`src/rtl/grf_pkg.sv`:
```
// Shared general-register-file constants and the dump engine state encoding.
// Used by the GRF, the dump engine and future forwarding logic.
package grf_pkg;

    localparam int NUM_REGS   = 32;
    localparam int REG_ADDR_W = 5;
    localparam int REG_DATA_W = 32;

    typedef enum logic [1:0] {
        IDLE  = 2'd0,
        FETCH = 2'd1,
        SEND  = 2'd2
    } dump_state_e;

endpackage

```
`src/rtl/grf_dump.sv`:
```
// Walks every GPR through a combinational GRF read port and streams index-tagged
// values over valid/ready, snooping the write port so each beat is a true snapshot.
module grf_dump #(
    parameter int NUM_REGS = grf_pkg::NUM_REGS,
    parameter int ADDR_W   = grf_pkg::REG_ADDR_W,
    parameter int DATA_W   = grf_pkg::REG_DATA_W
) (
    input  logic              clk,
    input  logic              reset,
    input  logic              start,
    output logic              busy,
    output logic [ADDR_W-1:0] rd_addr,
    input  logic [DATA_W-1:0] rd_data,
    input  logic              wr_en,
    input  logic [ADDR_W-1:0] wr_addr,
    input  logic [DATA_W-1:0] wr_data,
    output logic              out_valid,
    input  logic              out_ready,
    output logic [ADDR_W-1:0] out_idx,
    output logic [DATA_W-1:0] out_data,
    output logic              out_last,
    output logic              done
);

    import grf_pkg::*;

    localparam logic [ADDR_W-1:0] LAST_IDX = ADDR_W'(NUM_REGS - 1);

    dump_state_e       state_r;
    dump_state_e       next_state_s;
    logic              busy_r;
    logic              out_valid_r;
    logic [ADDR_W-1:0] out_idx_r;
    logic [DATA_W-1:0] out_data_r;
    logic              out_last_r;
    logic              done_r;

    logic              hs_s;
    logic              cap_en_s;
    logic              finish_s;
    logic [ADDR_W-1:0] cap_idx_s;
    logic [DATA_W-1:0] cap_data_s;

    // Next-state decode; cap_idx_s doubles as the GRF read address.
    always_comb begin
        next_state_s = state_r;
        cap_en_s     = 1'b0;
        finish_s     = 1'b0;
        cap_idx_s    = out_idx_r + ADDR_W'(1);
        hs_s         = out_valid_r && out_ready;
        case (state_r)
            IDLE: begin
                cap_idx_s = {ADDR_W{1'b0}};
                if (start) begin
                    next_state_s = FETCH;
                end else begin
                    next_state_s = IDLE;
                end
            end
            FETCH: begin
                cap_idx_s    = {ADDR_W{1'b0}};
                cap_en_s     = 1'b1;
                next_state_s = SEND;
            end
            SEND: begin
                if (hs_s && out_last_r) begin
                    finish_s     = 1'b1;
                    next_state_s = IDLE;
                end else if (hs_s) begin
                    cap_en_s     = 1'b1;
                    next_state_s = SEND;
                end else begin
                    next_state_s = SEND;
                end
            end
            default: begin
                cap_idx_s    = {ADDR_W{1'b0}};
                next_state_s = IDLE;
            end
        endcase
    end

    // Beat source: $0 is hardwired zero, a same-cycle write wins over the stale read.
    always_comb begin
        cap_data_s = rd_data;
        if (cap_idx_s == {ADDR_W{1'b0}}) begin
            cap_data_s = {DATA_W{1'b0}};
        end else if (wr_en && (wr_addr == cap_idx_s)) begin
            cap_data_s = wr_data;
        end else begin
            cap_data_s = rd_data;
        end
    end

    // State and registered outputs; the beat only changes on a capture.
    always_ff @(posedge clk) begin
        if (reset) begin
            state_r     <= IDLE;
            busy_r      <= 1'b0;
            out_valid_r <= 1'b0;
            out_idx_r   <= {ADDR_W{1'b0}};
            out_data_r  <= {DATA_W{1'b0}};
            out_last_r  <= 1'b0;
            done_r      <= 1'b0;
        end else begin
            state_r     <= next_state_s;
            busy_r      <= (next_state_s != IDLE);
            out_valid_r <= (next_state_s == SEND);
            done_r      <= finish_s;
            if (cap_en_s) begin
                out_idx_r  <= cap_idx_s;
                out_data_r <= cap_data_s;
                out_last_r <= (cap_idx_s == LAST_IDX);
            end
        end
    end

    assign rd_addr   = cap_idx_s;
    assign busy      = busy_r;
    assign out_valid = out_valid_r;
    assign out_idx   = out_idx_r;
    assign out_data  = out_data_r;
    assign out_last  = out_last_r;
    assign done      = done_r;

endmodule

```
`config.mk`:
```
export PLATFORM = sky130hd
export DESIGN_NAME = grf_dump
export DESIGN_NICKNAME = d
export VERILOG_FILES = /design/src/rtl/grf_pkg.sv /design/src/rtl/grf_dump.sv
export SDC_FILE = /design/constraint.sdc
export NUM_CORES = 1
export LEC_CHECK = 0
export BUFFER_PORTS_ARGS = -buffer_cell sky130_fd_sc_hd__buf_2
export CAP_MARGIN = 15
export CORE_ASPECT_RATIO = 1.2
export CORE_UTILIZATION = 25
export DETAILED_ROUTE_END_ITERATION = 8
export PLACE_DENSITY = 0.54
export SLEW_MARGIN = 0
export SYNTH_ARGS = -nofsm -noshare
export SYNTH_HDL_FRONTEND = slang
export SYNTH_SLANG_ARGS = --single-unit
```
`constraint.sdc`:
```
create_clock -name clk -period 3.1 [get_ports clk]
set_input_delay 0.155 -clock clk [delete_from_list [all_inputs] [get_ports clk]]
set_output_delay 0.155 -clock clk [all_outputs]
set_load 0.02 [all_outputs]
```
==> results of run 1 <==
[tightest hold or removal path, stage by stage]
cell and delay [ns]:
buf_2 0.07, mux2i_1 0.05, o21ai_1 0.10
[layer usage]
layer  wire, µm  vias up  track usage (%)
met5          0        -                0
met4         68        0             4.43
met3        333        8             3.29
met2       2500       65             21.6
met1       2190      840             13.9
li1           -      978                -
[layout by cell type (no fill, tap or decap), types with 2 or more instances in the layout]
| cell | instances |
|---|---|
| nor3_1 | 3 |
| clkbuf_8 | 6 |
| o21ai_1 | 34 |
| buf_2 | 119 |
| buf_4 | 3 |
| a21oi_1 | 5 |
| a31oi_1 | 2 |
| mux2i_1 | 35 |
| mux2_2 | 2 |
| xnor2_1 | 3 |
| dfxtp_1 | 43 |
| o21ai_0 | 2 |
| inv_1 | 6 |
| nand3_1 | 5 |
| nand2_1 | 35 |
| ha_1 | 5 |
| nand2b_1 | 3 |
| nor2_1 | 10 |
[logic make-up after synthesis]
| logic type | count (synthesis) | share of synthesized area (%) |
|---|---|---|
| XOR/XNOR | 4 | 1.75 |
| buffers and inverters | 21 | 6.87 |
| AO/OA/AOI/OAI | 45 | 11.8 |
| multiplexers | 37 | 18.6 |
| adder cells (fa/ha/maj) | 5 | 3.12 |
| AND/OR/NAND/NOR | 66 | 14.9 |
| flip-flops | 43 | 42.9 |
[worst paths after layout]
path | slack, ns | startpoint | cells after the start | to
max | 0.38 | state_r[0]$_SDFF_PP0_ | 8 | out_data[11]$_SDFFE_PP0P_
min | 0.12 | wr_data[15] | 3 | out_data[15]$_SDFFE_PP0P_
max reg2reg | 0.38 | state_r[0]$_SDFF_PP0_ | 8 | out_data[11]$_SDFFE_PP0P_
min reg2reg | 0.44 | out_data[0]$_SDFFE_PP0P_ | 2 | out_data[0]$_SDFFE_PP0P_
[power by group]
part / switching, mW / leakage (nW) / internal [mW]
logic: 0.0587 / 1.15 / 0.0600
clock network: 0.195 / 0.0612 / 0.261
registers: 0.00338 / 0.347 / 0.557
total: 0.257 / 1.56 / 0.878
[sequential cells by signal, indices dropped and copies added (netlist names)]
name and cells:
out_idx 5, out_last 1, state_r 2, busy 1, out_valid 1, done 1
out_data 32
[area by class of cell]
class | count | area, µm²
fill | 841 | 4960
multi-input combinational | 157 | 1010
sequential | 43 | 861
timing repair buffer | 122 | 618
tap | 92 | 115
clock buffer | 6 | 82.6
clock inverter | 2 | 35.0
inverter | 7 | 26.3
==> results.yml, run 1 <==
setup_path:
  cp.required_ns: 3.26
  max_stage_delay_ns: 0.80
  cp-start-kind: "flip-flop"
  cp.arrival_ns: 2.88
  cpMaxStageDelayCell: "or4_4"
  path_delay_family: "simple AND/OR/NAND/NOR gates"
  critical_path_class: "reg2reg"
  critPathBufInv: 1
  path_cells: "inv_1 -> ha_1 -> nand2b_1 -> mux2_2 -> xnor2_1 -> or4_4 -> mux2i_1 -> o21ai_1"
  crit_fanout: 32
  cp-end-kind: "flip-flop"
clock_network:
  cts_max_path_buffers: 2
  cts-htree-levels: 2
  clock_latency_ns: 0.29
  cts-root-buf: "clkbuf_8"
  clk_pin_slew_worst_paths_ns: 0.08
  cts_tree: "built"
  cts_made_buffers: 5
  cts_sinks: 43
  cts.repair.resized: 0
  cts_setup_buffers: 0
  cts_hold_buf: 0
finish:
  postLayoutCoreUtil_pct: 35.6
  diodes: 0
  drive_gt1_share_pct: 40.9
  layoutNonFillerInstCount: 429
  finalNetCount: 415
  postLayoutCellArea_mm2: 0.00275
  area_growth_pct: 37.0
logic_synthesis:
  avgSynthCellArea_um2: 9.07
  synth_flop_cell: "dfxtp_1"
  synth_area_leaders: "dfxtp_1, mux2i_1, o21ai_1, nand2_1, ha_1"
  synth_edf_count: 0
  yosysSeqAreaShare_pct: 42.9
  syn_nets: 300
  synth_top_area_share_pct: 42.9
  ys_warn_count: 0
  yosysMostFrequentCell: "dfxtp_1"
  synth_top_area_cell: "dfxtp_1"
  syn_inst: 221
  synth_commonest_cells: "dfxtp_1, mux2i_1, nand2_1, o21ai_1, nor2_1"
  netlist_area_mm2: 0.00200
  async_reset_ff_share_pct: 0
  ys_types: 32
  synth-seq-cells: 43
timing:
  max-slew-margin-rel_pct: 51.0
  fin_ws_ns: 0.380
  hold_viol_final: 0
  hold_ws_ns: 0.116
  fin_crit_sh_pct: 87.7
  rsz0062_at_grt: "false"
  skew_ns: 0.00317
  worstMarginPinSlew_ns: 0.734
  fmax_ghz: 0.368
  fin_setup_tns_ns: 0
  fin_crit_ns: 2.72
  drv_slew: 0
  setup_violations: 0
grt:
  grt_antenna_before_repair: 0
  overflow: 0
  grt_pass1_wl_mm: 8.15
  grt_pass1_vias: 1772
  track_usage_pct: 12.1
  grt_max_degree: 33
pwr:
  p_total_mw: 1.14
  pwr_density_cell_mw_per_mm2: 413
  peakVddDrop_uv: 204
  power.leakage_nw: 1.56
routing:
  wl_mm: 5.09
  drt_first_pass_iters: 4
  postRouteAntennaNets: 0
  drc: 0
  wire_per_inst_um: 11.9
  num_vias: 1891
  drt_iter0_drc: 47
  viasPerCell: 4.41
floorplan:
  die_y_um: 100
  core-area_mm2: 0.00771
  initial_utilization_pct: 26.0
  fp.dieArea_mm2: 0.00838
  rows: 35
  io_pins: 120
  die_w_um: 83.7
placement:
  dpl_worst_slack_ns: 0.360
  place_area_mm2: 0.00263
  io_buffers: 119
  dp.cells: 421
  dpl.hpwl_mm: 3.80
  place_congestion: 0.747
run_status:
  status: "finished clean"
min_path:
  min_path_type: "in2reg"
job:
  drv_cap: 0
No activity file was read; power rests on OpenSTA's default activity.
==> run 2, diff against run 1 <==
--- a/config.mk
+++ b/config.mk
@@ -8,9 +8,10 @@
 export BUFFER_PORTS_ARGS = -buffer_cell sky130_fd_sc_hd__buf_2
 export CAP_MARGIN = 15
 export CORE_ASPECT_RATIO = 1.2
-export CORE_UTILIZATION = 25
+export CORE_UTILIZATION = 43
 export DETAILED_ROUTE_END_ITERATION = 8
-export PLACE_DENSITY = 0.54
+export HOLD_SLACK_MARGIN = 0.05
+export PLACE_DENSITY = 0.83
 export SLEW_MARGIN = 0
 export SYNTH_ARGS = -nofsm -noshare
 export SYNTH_HDL_FRONTEND = slang
==> run 2 against run 1 <==
Net effect: combinational power barely moved; total power fell by 12%; wire length is 11% lower; global-route usage up 5.5 points; count of clock-buffer cells in the layout down 1; utilization rose by 26 points; setup slack got worse by 0.0093 ns.
==> results.yml, run 2 (synthesis gave the netlist of run 1 again) <==
run_status:
  status: "finished clean"
finish:
  area_growth_pct: 33.1
  postLayoutCellArea_mm2: 0.00267
  layout_commonest_cell: "buf_2"
  final_cell_mix: "buf_2, dfxtp_1, nand2_1, mux2i_1, o21ai_1"
  diodes: 0
  drive_gt1_share_pct: 40.9
  largest_reg_flops: 32
  n_fill_cell: 390
  finalNetCount: 415
setup_path:
  cp-start-kind: "flip-flop"
  cp.arrival_ns: 2.90
  worst-r2r-setup-slack_ns: 0.37
  rr_endpoint: "out_data[17]$_SDFFE_PP0P_"
  cp.required_ns: 3.27
  r2r_start: "state_r[0]$_SDFF_PP0_"
  critical_path_class: "reg2reg"
  path_common_cell: "o21ai_1"
  max_stage_delay_ns: 0.61
  r2r_cells: 8
  cp-end-kind: "flip-flop"
  cpMaxStageDelayCell: "o21ai_1"
  crit_fanout: 17
  path_cells: "inv_1 -> ha_1 -> inv_2 -> nor3_1 -> o21ai_1 -> a311o_1 -> buf_4 -> o21ai_1"
grt:
  top_usage_layer: "met2"
  grt_pass1_vias: 1735
  met3_usage_pct: 3.72
  track_usage_pct: 17.6
  grtUsageMet1_pct: 18.0
  overflow: 0
  use_met2_pct: 33.7
  grt_antenna_before_repair: 0
  grt_max_degree: 33
  grt_pass1_wl_mm: 7.05
timing:
  max-slew-margin-rel_pct: 48.0
  fin_crit_sh_pct: 88.0
  fin_ws_ns: 0.371
  drv_slew: 0
  setup_violations: 0
  worstMarginPinSlew_ns: 0.775
  hold_viol_final: 0
  hold_ws_ns: 0.129
  fin_crit_ns: 2.73
  skew_ns: 0.00561
  rsz0062_at_grt: "false"
  fmax_ghz: 0.366
  fin_setup_tns_ns: 0
pwr:
  power.leakage_nw: 1.54
  peakVddDrop_uv: 290
  pwr_density_cell_mw_per_mm2: 377
clock_network:
  clk_pin_slew_worst_paths_ns: 0.08
  cts_made_buffers: 5
  cts_sinks: 43
  cts_setup_buffers: 0
  cts-root-buf: "clkbuf_8"
  cts.repair.resized: 0
  cts-htree-levels: 2
  cts_hold_buf: 0
  cts_tree: "built"
  cts_max_path_buffers: 2
  clock_latency_ns: 0.28
placement:
  dpl.hpwl_mm: 3.63
  place_area_mm2: 0.00258
  io_buffers: 119
  dpl_worst_slack_ns: 0.361
  place_congestion: 0.852
floorplan:
  die_w_um: 64.3
  rows: 26
  initial_utilization_pct: 46.0
  core-area_mm2: 0.00436
  fp.dieArea_mm2: 0.00494
  io_pins: 120
  die_y_um: 76.8
min_path:
  min_path_type: "in2reg"
  min_to: "out_data[1]$_SDFFE_PP0P_"
  holdCritStartpoint: "wr_data[1]"
  min_path_cells: 3
routing:
  postRouteAntennaNets: 0
  num_vias: 1929
  wire_per_inst_um: 11.5
  drt_first_pass_iters: 4
  drt_iter0_drc: 118
  drc: 0
  viasPerCell: 4.91
  wl_mm: 4.53
job:
  drv_cap: 0
[run 2: cell types whose count changed in the layout (fill, tap and decap cells not counted), sizes merged]
cell	previous run	this run
clkbuf	6	5
bufinv	1	0
clkinv	1	3
[run 2: layout make-up]
type / instances / area, µm² / area share (%)
Tap cell: 56 / 70.1 / 2.63
Timing Repair Buffer: 122 / 618 / 23.2
Clock inverter: 3 / 15.0 / 0.563
Multi-Input combinational cell: 157 / 1010 / 37.8
Inverter: 7 / 26.3 / 0.985
Sequential cell: 43 / 861 / 32.3
Clock buffer: 5 / 68.8 / 2.58
[run 2: critical path: cells and delay by family (launching register included)]
kind / cells / cell delay (ns)
AOI/OAI and AO/OA: 3 / 1.32
adders and majority gates: 1 / 0.35
buffers and inverters: 3 / 0.52
DFF: 1 / 0.36
and+or+nand+nor: 1 / 0.05
[run 2: stage by stage]
| step | std cells | power, mW | util [%] |
|---|---|---|---|
| 6_report | 393 | 1.00 | 61.2 |
| 5_1_grt | 393 | 1.06 | 61.2 |
| 4_1_cts | 393 | 1.02 | 61.2 |
| 3_5_place_dp | 385 | 0.693 | 59.3 |
| 3_3_place_gp | 385 | 0.690 | 59.3 |
| 2_1_floorplan | 221 | 0.633 | - |
[run 2: worst max path at each step]
stage | end | start
5_1_grt | out_data[20]$_SDFFE_PP0P_ | state_r[0]$_SDFF_PP0_
4_1_cts | out_data[17]$_SDFFE_PP0P_ | state_r[0]$_SDFF_PP0_
2_1_floorplan | out_data[0]$_SDFFE_PP0P_ | state_r[0]$_SDFF_PP0_
6_report | out_data[17]$_SDFFE_PP0P_ | state_r[0]$_SDFF_PP0_
3_5_place_dp | out_data[17]$_SDFFE_PP0P_ | state_r[0]$_SDFF_PP0_
3_3_place_gp | out_data[21]$_SDFFE_PP0P_ | state_r[0]$_SDFF_PP0_
[run 2: per-layer routing]
metal	wire [µm]	vias to the layer above
met2	2380	79
met4	67	0
met5	0	-
li1	-	981
met3	302	10
met1	1780	859
[run 2: power breakdown]
part	switching (mW)	leakage (nW)	total, mW	internal (mW)
Sequential	0.00333	0.347	0.561	0.558
Combinational	0.0577	1.15	0.118	0.0606
Clock	0.171	0.0477	0.325	0.154
